<file path="src/rtl/bitorder_stream.sv">
// bitorder_stream: lane-order converter that gathers LANES = WORD_W/LANE_W lanes
// into a word and re-emits them one per cycle, reversed or in arrival order.
//
// Ports:
//   clk          clock
//   rst_n        synchronous active-low reset
//   reverse_en   1 = reverse lane order within each word (latched per frame)
//   axiiv        input lane valid, gap-free for a whole frame
//   axiid        input lane data
//   axiov        output lane valid
//   axiod        output lane data, 0 whenever axiov is 0
//   axiolast     marks the final output lane of a frame
//   partial_drop pulses in the cycle a frame ends mid-word
module bitorder_stream #(
    parameter int LANE_W = 2,
    parameter int WORD_W = 8
) (
    input  logic              clk,
    input  logic              rst_n,
    input  logic              reverse_en,
    input  logic              axiiv,
    input  logic [LANE_W-1:0] axiid,
    output logic              axiov,
    output logic [LANE_W-1:0] axiod,
    output logic              axiolast,
    output logic              partial_drop
);
    localparam int LANES = WORD_W / LANE_W;
    localparam int IW = $clog2(LANES);
    localparam logic [IW-1:0] LAST = IW'(LANES - 1);
    localparam logic [1:0] IDLE = 2'd0;
    localparam logic [1:0] FILL = 2'd1;
    localparam logic [1:0] STREAM = 2'd2;
    localparam logic [1:0] DRAIN = 2'd3;

    logic [1:0]        state;
    logic              ptr;
    logic              rev;
    logic              armed;
    logic [IW-1:0]     idx;
    logic [IW-1:0]     idx_nx;
    logic [IW-1:0]     ridx;
    logic [WORD_W-1:0] bufs [2];
    logic [WORD_W-1:0] rbuf;
    logic              fall;

    // Outputs come straight from registered state so the first lane of a word
    // is visible in the cycle right after its last lane was captured.
    always_comb begin
        idx_nx       = (idx == LAST) ? '0 : idx + 1'b1;
        rbuf         = bufs[~ptr];
        ridx         = rev ? LAST - idx : idx;
        axiov        = (state == STREAM) || (state == DRAIN);
        axiod        = axiov ? rbuf[ridx*LANE_W +: LANE_W] : '0;
        fall         = ((state == FILL) || (state == STREAM)) && !axiiv;
        axiolast     = (idx == LAST) && ((state == DRAIN) || ((state == STREAM) && fall));
        // FILL always holds idx >= 1, so a nonzero index covers both drop cases.
        partial_drop = fall && (idx != '0);
    end

    always_ff @(posedge clk) begin
        if (!rst_n) begin
            state   <= IDLE;
            ptr     <= 1'b0;
            rev     <= 1'b0;
            armed   <= 1'b0;
            idx     <= '0;
            bufs[0] <= '0;
            bufs[1] <= '0;
        end else begin
            case (state)
                IDLE: begin
                    if (armed && axiiv) begin
                        rev <= reverse_en;
                        armed <= 1'b0;
                        bufs[ptr][idx*LANE_W +: LANE_W] <= axiid;
                        idx <= idx_nx;
                        state <= FILL;
                    end else if (!axiiv) begin
                        armed <= 1'b1;
                    end
                end
                FILL: begin
                    if (!axiiv) begin
                        bufs[ptr] <= '0;
                        idx <= '0;
                        state <= IDLE;
                    end else begin
                        bufs[ptr][idx*LANE_W +: LANE_W] <= axiid;
                        idx <= idx_nx;
                        if (idx == LAST) begin
                            ptr <= ~ptr;
                            state <= STREAM;
                        end
                    end
                end
                STREAM: begin
                    if (!axiiv) begin
                        bufs[ptr] <= '0;
                        idx <= idx_nx;
                        if (idx == LAST) begin
                            bufs[~ptr] <= '0;
                            state <= IDLE;
                        end else begin
                            state <= DRAIN;
                        end
                    end else begin
                        bufs[ptr][idx*LANE_W +: LANE_W] <= axiid;
                        idx <= idx_nx;
                        // Read word done: clear it and swap roles with the fresh write word.
                        if (idx == LAST) begin
                            bufs[~ptr] <= '0;
                            ptr <= ~ptr;
                        end
                    end
                end
                default: begin
                    idx <= idx_nx;
                    if (idx == LAST) begin
                        bufs[~ptr] <= '0;
                        state <= IDLE;
                    end
                end
            endcase
        end
    end
endmodule
</file>
<file path="config.mk">
export PLATFORM = sky130hd
export DESIGN_NAME = bitorder_stream
export DESIGN_NICKNAME = d
export VERILOG_FILES = /design/src/rtl/bitorder_stream.sv
export SDC_FILE = /design/constraint.sdc
export NUM_CORES = 1
export LEC_CHECK = 0
export ABC_AREA = 0
export CAP_MARGIN = 30
export CELL_PAD_IN_SITES_DETAIL_PLACEMENT = 1
export CELL_PAD_IN_SITES_GLOBAL_PLACEMENT = 2
export CORE_MARGIN = 8
export CORE_UTILIZATION = 39
export DETAILED_ROUTE_END_ITERATION = 8
export PLACE_DENSITY_LB_ADDON = 0.1
export SYNTH_ARGS = -nofsm -noshare
export SYNTH_HDL_FRONTEND = slang
export SYNTH_SLANG_ARGS = --single-unit
</file>
<file path="constraint.sdc">
create_clock -name clk -period 3.1 [get_ports clk]
set_clock_uncertainty 0.05 [all_clocks]
set_input_delay 0.31 -clock clk [delete_from_list [all_inputs] [get_ports clk]]
set_output_delay 0.31 -clock clk [all_outputs]
set_load 0.05 [all_outputs]
</file>
==> flow_summary.yaml, run 1 <==
placed_design:
  gp_congestion: 0.865
  place_area_um2: 1650
  detailed_place_hpwl_um: 3430
  portBuffers: 10
clock_tree:
  postCtsResizedCells: 0
  clk_latency_ns: 0.27
  cts_hold_buffers: 0
  h-tree-depth: 1
  cts.sinks: 23
  clk_path_buf_depth: 2
  ctsRootBufferMaster: "clkbuf_8"
  cts_tree: "yes"
  post_cts_buffers: 0
  cts_buffers: 3
  clk_pin_slew_worst_paths_ns: 0.09
timing:
  setup_violations: 0
  min_period_over_period_pct: 83.7
  rsz0062_at_grt: "no"
  slew_viol_final: 0
  worst_pin_slew_ns: 0.597
  slew_headroom_pct: 60.1
  max_freq_mhz: 385
  finalHoldViolCount: 0
  fin_crit_ns: 2.59
  finalSetupTns_ns: 0
yosys:
  ys_types: 44
  synth_nets: 188
  avgSynthCellArea_um2: 8.88
  synth_common_cells: "dfxtp_1, inv_1, o21ai_0"
  ys_seq_area_share_pct: 30.1
  synth_top_area_share_pct: 30.1
  yosys-top-cells-area: "dfxtp_1, ha_1, mux2i_1"
  mappedNetlistArea_um2: 1530
  ys_ff_latch: 23
  yosys_warnings: 0
  synth.most_common_cell: "dfxtp_1"
  async_reset_ff_share_pct: 0
  synthFlopType: "dfxtp_1"
  synth_edf_count: 0
  synthCells: 172
  synth.largest_area_cell: "dfxtp_1"
setup_path:
  cp_slowest_cell: "clkdlybuf4s50_1"
  worstPathArrival_ns: 2.23
  crit_path_end: "axiolast"
  critPathLaunch: "idx[1]"
  crit_chain: "ha_1 -> inv_1 -> nor2_1 -> clkdlybuf4s50_1"
  r2r_setup_slack_ns: 0.90
  r2r-end: "bufs[0][2]"
  reg2regPathDepth: 6
  reg2reg_from: "idx[0]"
  crit_path_max_incr_delay_ns: 0.81
  crit_path_start_kind: "flop"
  worst_ep_required_time_ns: 2.74
  worstSetupPathType: "reg -> out"
  endpoint_kind: "output port"
  cp_max_fo: 11
floorplan:
  start_util_pct: 41.1
  chipHeight_um: 78.6
  core_um2: 3720
  die_w_um: 78.6
  fp-row-count: 22
  pin_count: 11
  die_area_um2: 6180
detailed_routing:
  drt-pass1-iter-count: 4
  routed_wl_um: 4350
  vias_per_cell: 6.00
  vias: 1375
  wl_met3_um: 97
  wl_per_cell_um: 19.0
  drc: 0
  ant_nets: 0
  wl_met2_um: 2050
  wl_met1_um: 2170
  initialDrtViolationCount: 85
  top_layer: "met4"
pwr:
  p_leak_nw: 0.611
  ir_worst_vdd_uv: 268
  powerDensity_nw_per_um2: 546
run_status:
  status: "completed"
global_routing:
  grt_max_degree: 22
  grt_pass1_wl_um: 7410
  grt_usage_pct: 14.9
  antenna_found_initial: 0
  grt_overflow_total: 0
  grt_pass1_vias: 1438
final_layout:
  fin_nets: 198
  design_area_um2: 1700
  drive_gt1_share_pct: 9.39
  area.growth.synth_to_final_pct: 11.0
  n_antenna_cell: 0
flow_run:
  cap_viol_max_count: 0
min_path:
  hold_path.class: "reg -> reg"
  whs_path_depth: 2
## metrics by stage
| step | hold WS [ns] | setup WS (ns) | util [%] | total power [mW] | std cells |
|---|---|---|---|---|---|
| 6_report | 0.422 | 0.506 | 45.6 | 0.926 | 229 |
| 3_3_place_gp | 0.408 | 0.749 | 44.4 | 0.723 | 225 |
| 5_1_grt | 0.457 | 0.341 | 45.6 | 0.987 | 229 |
| 3_5_place_dp | 0.413 | 0.711 | 44.4 | 0.737 | 225 |
| 2_1_floorplan | 0.385 | 0.637 | - | 0.649 | 172 |
| 4_1_cts | 0.425 | 0.482 | 45.6 | 0.928 | 229 |
## cell usage in the layout, fill, tap and decap left out, types with 2 or more instances in the layout
master,count
and2_1,2
clkdlybuf4s50_1,7
o22ai_1,2
nand2_1,8
o21ai_0,14
ha_1,10
buf_4,5
a22oi_1,2
o41ai_1,2
clkbuf_8,3
mux2i_1,11
nor2b_1,3
o211ai_1,2
a211oi_1,4
inv_1,15
mux4_2,2
nand4_1,2
a221oi_1,2
a32o_1,4
a22o_1,6
dfxtp_1,23
o2bb2ai_1,6
nor3b_1,3
nor4bb_1,2
nor4_1,2
nand3_1,8
a21oi_1,2
o21ai_1,4
and3_2,2
nor2_1,9
## flip-flops by register name, summed over array words and instances (netlist names)
register,flops
armed,1
bufs,16
idx,2
ptr,1
rev,1
state,2
## worst min path at each step
stage | start | end
4_1_cts | bufs[0][6] | bufs[0][6]
3_5_place_dp | bufs[0][6] | bufs[0][6]
5_1_grt | bufs[0][6] | bufs[0][6]
3_3_place_gp | bufs[0][6] | bufs[0][6]
6_report | bufs[0][6] | bufs[0][6]
2_1_floorplan | bufs[0][6] | bufs[0][6]
## final cells by class
cell class | instances | area [µm²]
fill | 438 | 2020
tap | 48 | 60.1
inverter | 16 | 60.1
clock buffer | 4 | 45.0
multi-input combinational | 126 | 962
sequential | 23 | 460
timing repair buffer | 12 | 108
## critical path: cells and delay by family (launching register included)
family / cells / cell delay, ns
buf+inv: 2 / 0.91
flops: 1 / 0.59
fa+ha+maj: 1 / 0.36
simple gates: 1 / 0.10
## metal layers
metal	vias up	GRT usage (%)
met5	-	0
met4	0	5.56
met3	4	2.39
met2	18	24.0
met1	687	19.5
li1	666	-
## cell families after synthesis
logic type               share of synthesized area (%)
buffers and inverters                             6.88
flip-flops                                        30.1
adder cells (fa/ha/maj)                           8.19
multiplexers                                      10.2
AND/OR/NAND/NOR                                   16.9
AO/OA/AOI/OAI                                     27.2
XOR/XNOR                                         0.573
## report_power, final
group / leakage [nW] / internal (mW) / switching (mW) / total [mW]
registers: 0.186 / 0.318 / 0.0299 / 0.348
logic: 0.402 / 0.153 / 0.233 / 0.386
clock network: 0.0228 / 0.0919 / 0.100 / 0.192
total: 0.611 / 0.562 / 0.363 / 0.926
(Power assumes the default switching activity.)
==> run 2, diff against run 1 <==
- CORE_UTILIZATION: 39 -> 36
- clock period: 3.1 -> 2.6 ns (I/O delays scaled with it)
==> run 2 against run 1 <==
- final cell count is 0.87% higher
- power grew 19%
- clock power grew 23%
- clock-buffer cell count down 1
- hold slack better by 0.018 ns
- critical path type unchanged
- largest cell class unchanged
- highest routed layer unchanged
==> flow_summary.yaml, run 2 (synthesis gave the netlist of run 1 again) <==
run_status:
  status: "completed"
detailed_routing:
  wl_per_cell_um: 17.9
  drt-pass1-iter-count: 5
  ant_nets: 0
  vias_per_cell: 5.70
  drc: 0
  vias: 1316
  initialDrtViolationCount: 53
  top_layer: "met4"
  wl_met2_um: 1930
  wl_met1_um: 2090
  routed_wl_um: 4140
  wl_met3_um: 98
setup_path:
  worstPathArrival_ns: 2.11
  crit_path_start_kind: "flop"
  crit_chain: "inv_1 -> ha_1 -> nor2_1 -> inv_1 -> clkdlybuf4s50_1"
  r2r_setup_slack_ns: 0.51
  endpoint_kind: "output port"
  worst_ep_required_time_ns: 2.29
  cp_slowest_cell: "clkdlybuf4s50_1"
  cp.buffers_inverters: 3
  cp_top_family: "buffers and inverters"
  crit_path_max_incr_delay_ns: 0.81
  worstSetupPathType: "reg -> out"
  cp_max_fo: 8
  cp_common_cell: "inv_1"
final_layout:
  regMostFlops: "bufs"
  fin_nets: 198
  area.growth.synth_to_final_pct: 14.3
  reg.largest.list: "bufs x16, idx x2, state x2"
  final_cells: 231
  drive_gt1_share_pct: 10.5
  design_area_um2: 1750
  final_cell_mix: "dfxtp_1, inv_1, o21ai_0"
  multiInputGateArea_um2: 962
  final_common_cell: "dfxtp_1"
  largest_register_ff_count: 16
  n_antenna_cell: 0
  seq_area_um2: 460
  fill_cells: 478
floorplan:
  pin_count: 11
  chipHeight_um: 81.1
  die_w_um: 81.1
  start_util_pct: 37.7
  fp-row-count: 23
  die_area_um2: 6580
  core_um2: 4060
pwr:
  p_clk_share_pct: 21.4
  p_comb_share_pct: 41.4
  switching_power_mw: 0.435
  ir_worst_vdd_uv: 372
  seqPwrFrac_pct: 37.2
  p_sw_share_pct: 39.3
  p_leak_nw: 0.626
  p_int_mw: 0.671
  powerDensity_nw_per_um2: 633
timing:
  min_period_over_period_pct: 93.0
  finalHoldViolCount: 0
  finalSetupTns_ns: 0
  fin_crit_ns: 2.42
  holdWs_ns: 0.441
  setup_violations: 0
  max_freq_mhz: 413
  worst_pin_slew_ns: 0.564
  slew_headroom_pct: 62.3
  rsz0062_at_grt: "no"
  slew_viol_final: 0
clock_tree:
  ctsRootBufferMaster: "clkbuf_8"
  cts_tree: "yes"
  clk_pin_slew_worst_paths_ns: 0.09
  postCtsResizedCells: 0
  cts.sinks: 23
  cts_hold_buffers: 0
  cts_buffers: 3
  clk_latency_ns: 0.27
  post_cts_buffers: 0
  h-tree-depth: 1
  clk_path_buf_depth: 2
global_routing:
  grt_max_degree: 22
  grt_overflow_total: 0
  grt_pass1_wl_um: 6880
  grt_pass1_vias: 1379
  antenna_found_initial: 0
  grt_usage_pct: 13.2
flow_run:
  cap_viol_max_count: 0
min_path:
  hold_path.class: "reg -> reg"
placed_design:
  portBuffers: 10
  detailed_place_hpwl_um: 3310
  place_area_um2: 1700
  dp_cells: 227
  gp_congestion: 0.827
[run 2: cell count changes in the layout (fill, tap and decap cells not counted), sizes merged]
cell	change
clkbuf	-1
buf	+1
clkdlybuf4s50	-1
clkinv	+1
[run 2: worst paths after layout]
path         startpoint          to  cells after the start
min          bufs[0][4]  bufs[0][4]                      1
max reg2reg      idx[1]  bufs[0][2]                      5
min reg2reg  bufs[0][4]  bufs[0][4]                      1
max            state[0]       axiov                      5
[run 2: routing by layer]
layer  global-route usage (%)  up-vias
met5                        0        -
met2                     22.1       14
met3                     2.43        2
met1                     17.1      638
met4                     2.68        0
li1                         -      662
[run 2: layout make-up]
type	instances	area share (%)
clock buffer	3	2.36
clock inverter	1	0.287
inverter	16	3.44
multi-input combinational	126	55.1
sequential	23	26.4
tap	50	3.58
timing repair buffer	12	8.88
[run 2: through the flow]
step           power, mW  worst slack (ns)  util, %
2_1_floorplan      0.773             0.187        -
3_3_place_gp       0.868             0.520     41.9
3_5_place_dp       0.878             0.473     41.9
4_1_cts             1.11             0.164     43.0
5_1_grt             1.17            0.0849     43.0
6_report            1.11             0.181     43.0
[run 2: power groups by stage]
stage          Clock [mW]  Sequential (mW)  Combinational (mW)
2_1_floorplan           0            0.408               0.365
3_3_place_gp            0            0.418               0.450
3_5_place_dp            0            0.420               0.458
4_1_cts             0.239            0.411               0.461
5_1_grt             0.254            0.417               0.499
6_report            0.236            0.411               0.458
==> run 3, diff against run 2 <==
- CORE_UTILIZATION: 36 -> 39
- CTS_BUF_LIST: unset -> sky130_fd_sc_hd__clkbuf_16
- DONT_BUFFER_PORTS: unset -> 1
==> run 3 against run 2 <==
- hold slack lost 0.37 ns
- final cell count down 3.5%
- register-to-register slack lost 0.09 ns
- clock power increased by 43%
- critical endpoint is now axiod[1]
- wire length grew 5.3%
- fmax rose by 2.3%
- critical path depth stayed put
- largest cell class unchanged
- clock-buffer cell count unchanged
- via count increased by 2.4%
- worst setup slack better by 0.055 ns
- sequential cell count unchanged
- sequential share of layout area increased by 1.1 points
==> flow_summary.yaml, run 3 (synthesis gave the netlist of run 1 again) <==
detailed_routing:
  vias: 1348
  ant_nets: 0
  drc: 0
  wl_per_cell_um: 19.5
  drt-pass1-iter-count: 4
  initialDrtViolationCount: 74
  routed_wl_um: 4360
  vias_per_cell: 6.04
setup_path:
  worstPathArrival_ns: 2.05
  worstSetupPathType: "reg -> out"
  worst_ep_required_time_ns: 2.29
  r2r_setup_slack_ns: 0.42
  endpoint_kind: "output port"
  crit_path_start_kind: "flop"
  cp_max_fo: 10
global_routing:
  grt_usage_pct: 14.3
  grt_max_degree: 14
  grt_pass1_wl_um: 7220
  grt_pass1_vias: 1397
  antenna_found_initial: 0
  grt_overflow_total: 0
final_layout:
  reg.largest.list: "bufs x16, idx x2, state x2"
  area.growth.synth_to_final_pct: 9.75
  n_antenna_cell: 0
  fin_nets: 192
  drive_gt1_share_pct: 12.0
  fill_cells: 430
  final_cell_mix: "dfxtp_1, inv_1, o21ai_0"
  regMostFlops: "bufs"
  largest_register_ff_count: 16
  final_common_cell: "dfxtp_1"
  post-route-util_pct: 45.1
  design_area_um2: 1680
floorplan:
  chipHeight_um: 78.6
  fp-row-count: 22
  pin_count: 11
  die_w_um: 78.6
  start_util_pct: 41.1
  die_area_um2: 6180
  core_um2: 3720
timing:
  fin_crit_ns: 2.36
  slew_viol_final: 0
  min_period_over_period_pct: 90.9
  rsz0062_at_grt: "no"
  max_freq_mhz: 423
  finalSetupTns_ns: 0
  slew_headroom_pct: 56.6
  setup_violations: 0
  holdWs_ns: 0.0705
  finalHoldViolCount: 0
  worst_pin_slew_ns: 0.650
min_path:
  hold_path.class: "in -> reg"
placed_design:
  gp_congestion: 0.870
  place_area_um2: 1590
  detailed_place_hpwl_um: 3340
  portBuffers: 0
clock_tree:
  h-tree-depth: 1
  cts_hold_buffers: 0
  clk_pin_slew_worst_paths_ns: 0.06
  clk_path_buf_depth: 2
  cts.sinks: 23
  cts_tree: "yes"
  clk_latency_ns: 0.26
  cts_buffers: 3
  ctsRootBufferMaster: "clkbuf_16"
pwr:
  powerDensity_nw_per_um2: 715
  ir_worst_vdd_uv: 279
  p_leak_nw: 0.610
  totalPowerFinal_mw: 1.20
run_status:
  status: "completed"
flow_run:
  cap_viol_max_count: 0
## run 3: cell count changes in the layout (fill, tap and decap cells not counted)
cell,previous run,this run
buf_12,4,0
buf_4,2,6
clkbuf_16,0,3
clkbuf_8,3,0
clkdlybuf4s50_1,6,0
clkinv_1,1,0
clkinvlp_4,0,1
nor3b_1,3,2
nor3b_2,0,1
## run 3: metrics by stage
stage | std cells | setup WS, ns
after CTS | 223 | 0.174
after global placement | 219 | 0.543
final | 223 | 0.235
after detailed placement | 219 | 0.465
after floorplan | 172 | 0.187
after global routing | 223 | 0.0516
## run 3: worst paths after layout
kind,startpoint,to,cells past startpoint
max,ptr,axiod[1],5
min reg2reg,bufs[1][3],bufs[1][3],1
min,axiiv,armed,1
max reg2reg,idx[1],bufs[1][2],5
## run 3: layout make-up
class                           instances  area, µm²  share of cell area [%]
Clock buffer                            3       75.1                    4.48
Clock inverter                          1       5.00                   0.299
Inverter                               16       63.8                    3.81
Multi-Input combinational cell        126        967                    57.7
Sequential cell                        23        460                    27.5
Tap cell                               48       60.1                    3.58
Timing Repair Buffer                    6       45.0                    2.69
## run 3: report_power, final
part / leakage [nW] / internal [mW] / total, mW / switching [mW]
registers: 0.186 / 0.380 / 0.429 / 0.0495
logic: 0.383 / 0.175 / 0.432 / 0.257
clock network: 0.0409 / 0.207 / 0.337 / 0.130
total: 0.610 / 0.762 / 1.20 / 0.437
## run 3: worst max-delay path, stage by stage, from the launching register on
cell and delay, ns:
dfxtp_1 0.61, clkinvlp_4 0.38, a221oi_1 0.30, o21ai_0 0.13, a21oi_1 0.16, buf_4 0.21
## run 3: what timing repair did
item	4_1_cts	5_1_grt
buffers inserted	0	0
resized for setup	0	1
hold endpoints to repair	0	0
endpoints found under the setup margin	0	1
## run 3: metal layers
| metal | track usage (%) | up-vias | wire length [µm] |
|---|---|---|---|
| li1 | - | 652 | - |
| met1 | 19.1 | 667 | 2080 |
| met2 | 23.4 | 24 | 2050 |
| met3 | 3.76 | 5 | 201 |
| met4 | 0.926 | 0 | 25 |
| met5 | 0 | - | 0 |
==> patch (flow settings as in run 3) <==
Register the output `axiov`, with the module's reset; this adds one clock of latency there. The other outputs are not delayed to match.
--- a/src/rtl/bitorder_stream.sv
+++ b/src/rtl/bitorder_stream.sv
@@ -34,4 +34,6 @@
     localparam logic [1:0] DRAIN = 2'd3;
 
+    logic axiov_d;
+
     logic [1:0]        state;
     logic              ptr;
@@ -51,6 +53,6 @@
         rbuf         = bufs[~ptr];
         ridx         = rev ? LAST - idx : idx;
-        axiov        = (state == STREAM) || (state == DRAIN);
-        axiod        = axiov ? rbuf[ridx*LANE_W +: LANE_W] : '0;
+        axiov_d      = (state == STREAM) || (state == DRAIN);
+        axiod        = axiov_d ? rbuf[ridx*LANE_W +: LANE_W] : '0;
         fall         = ((state == FILL) || (state == STREAM)) && !axiiv;
         axiolast     = (idx == LAST) && ((state == DRAIN) || ((state == STREAM) && fall));
@@ -125,3 +127,11 @@
         end
     end
+    always_ff @(posedge clk) begin
+        if (!rst_n) begin
+            axiov <= '0;
+        end else begin
+            axiov <= axiov_d;
+        end
+    end
+
 endmodule
Function: changed (Yosys sat finds a counterexample within 10 cycles, from zero or initial values and one cycle with rst_n low).
==> patch against run 3 <==
Cell count is 2.7% higher; final area rose by 1.2%; power grew 7.8%; wire length grew 1.7%; combinational power rose by 18%; setup slack got worse by 46 ps; area after synthesis up 2.1%; fmax decreased by 1.9%; core utilization down 1.8 points; via count rose by 2.2%; global-route usage rose by 0.56 points; sequential cell count rose by 1.
==> patch: results (changes against run 3) <==
Status
  • Status: completed

Timing
  • Max_slew headroom: 55.14% (-1.4 points)
  • Worst Hold Slack: 43.57 ps (-26.94 ps)
  • Max Fclk: 0.4149 GHz (-1.9%)

Power and ir drop
  • P_sw: 0.4843 mW (+11%)
  • Max VDD drop: 0.4915 mV (+76%)
  • Pleak: 0.5798 nW (-4.9%)

Logic synthesis
  • Compound-cell area share of the yosys netlist: 19.17% (-8.0 points)
  • Top cells by area, synth: dfxtp_1 (31%), mux2i_1 (11%), ha_1 (8.0%), mux4_2 (5.8%), nand2_1 (5.5%)
  • Adder-cell share of the synthesized area: 8.019% (-0.17 points)
  • Synthesis Warnings: 0 (unchanged)
  • Post-Synth XOR/XNOR Area: 0.5613% (-0.012 points)
  • Unique masters post-synth: 35 (-20%)
  • Post-synthesis sequential area ratio: 30.79% (+0.65 points)
  • Multiplexer area fraction after synthesis: 16.68% (+6.5 points)
  • Avg Inst Size Synth: 8.668 um2 (-2.4%)
  • Top cells by count, synth: dfxtp_1 (24), nand2_1 (23), mux2i_1 (17)

Critical path
  • Worst Path Arrival: 2100 ps (+50 ps)
  • CP Launch Point: ptr$_SDFFE_PN0P_
  • Delay-heaviest family, CP: flip-flops
  • R2R Setup Slk: 530 ps (+110 ps)
  • Slowest cell on the critical path: dfxtp_1
  • CP peak stage delay: 690 ps (+80 ps)
  • Crit-path max FO: 17 (+7)
  • Critical R2R Capture: bufs[0][6]$_SDFFE_PP0P_

Place
  • Place WS: 485.4 ps (+20.48 ps)
  • Placed cells: 225 (+2.7%)
  • Detailed Place HPWL: 3.410 mm (+2.2%)
  • RePlAce Congestion: 0.8036 (-7.7%)
  • Placed inst area: 1618 um2 (+1.6%)

Drt
  • Drt first pass iters: 4 (unchanged)
  • DR vias/cell: 6.013 (-0.53%)
  • Routed wire length: 4.429 mm (+1.7%)
  • DR WL/cell: 19.34 um (-0.99%)
  • DR iter-0 viols: 75 (+1.4%)

GRT
  • First-pass GRT wire length: 7.389 mm (+2.3%)
  • All-Layer GR Usage: 14.85% (+0.56 points)
  • Vias in the first global route: 1420 (+1.6%)
  • Largest net degree at the start of global routing: 18 (+4)

Layout
  • Layout cells sized above 1: 9.497% (-2.5 points)
  • Fin nets: 196 (+2.1%)

Min path
  • Hold path start: axiiv
patch: final cells by class:
cell class	count	area (um2)
inverter	8	30.03
sequential	24	480.5
clock buffer	3	75.07
multi-input combinational	139	1015
fill	493	2217
clock inverter	1	3.754
tap	50	62.56
timing repair buffer	4	30.03
patch: layer usage:
metal	GRT usage [%]	part of all wire (%)
met3	3.160	4.7
met1	20.42	49
met4	5.000	0.84
met2	22.27	45
met5	0	0
patch: power by group through the flow:
stage | logic [mW] | clock network, mW | registers, mW
final | 0.510 | 0.339 | 0.443
after global routing | 0.563 | 0.365 | 0.448
after CTS | 0.506 | 0.350 | 0.443
after detailed placement | 0.502 | 0 | 0.452
after global placement | 0.487 | 0 | 0.449
after floorplan | 0.410 | 0 | 0.435
patch: worst register-to-register path: stages, from the launching register on:
cell and delay [ps]:
dfxtp_1 480, inv_1 200, ha_1 380, nand2b_1 170, or4_4 450, o32ai_1 240
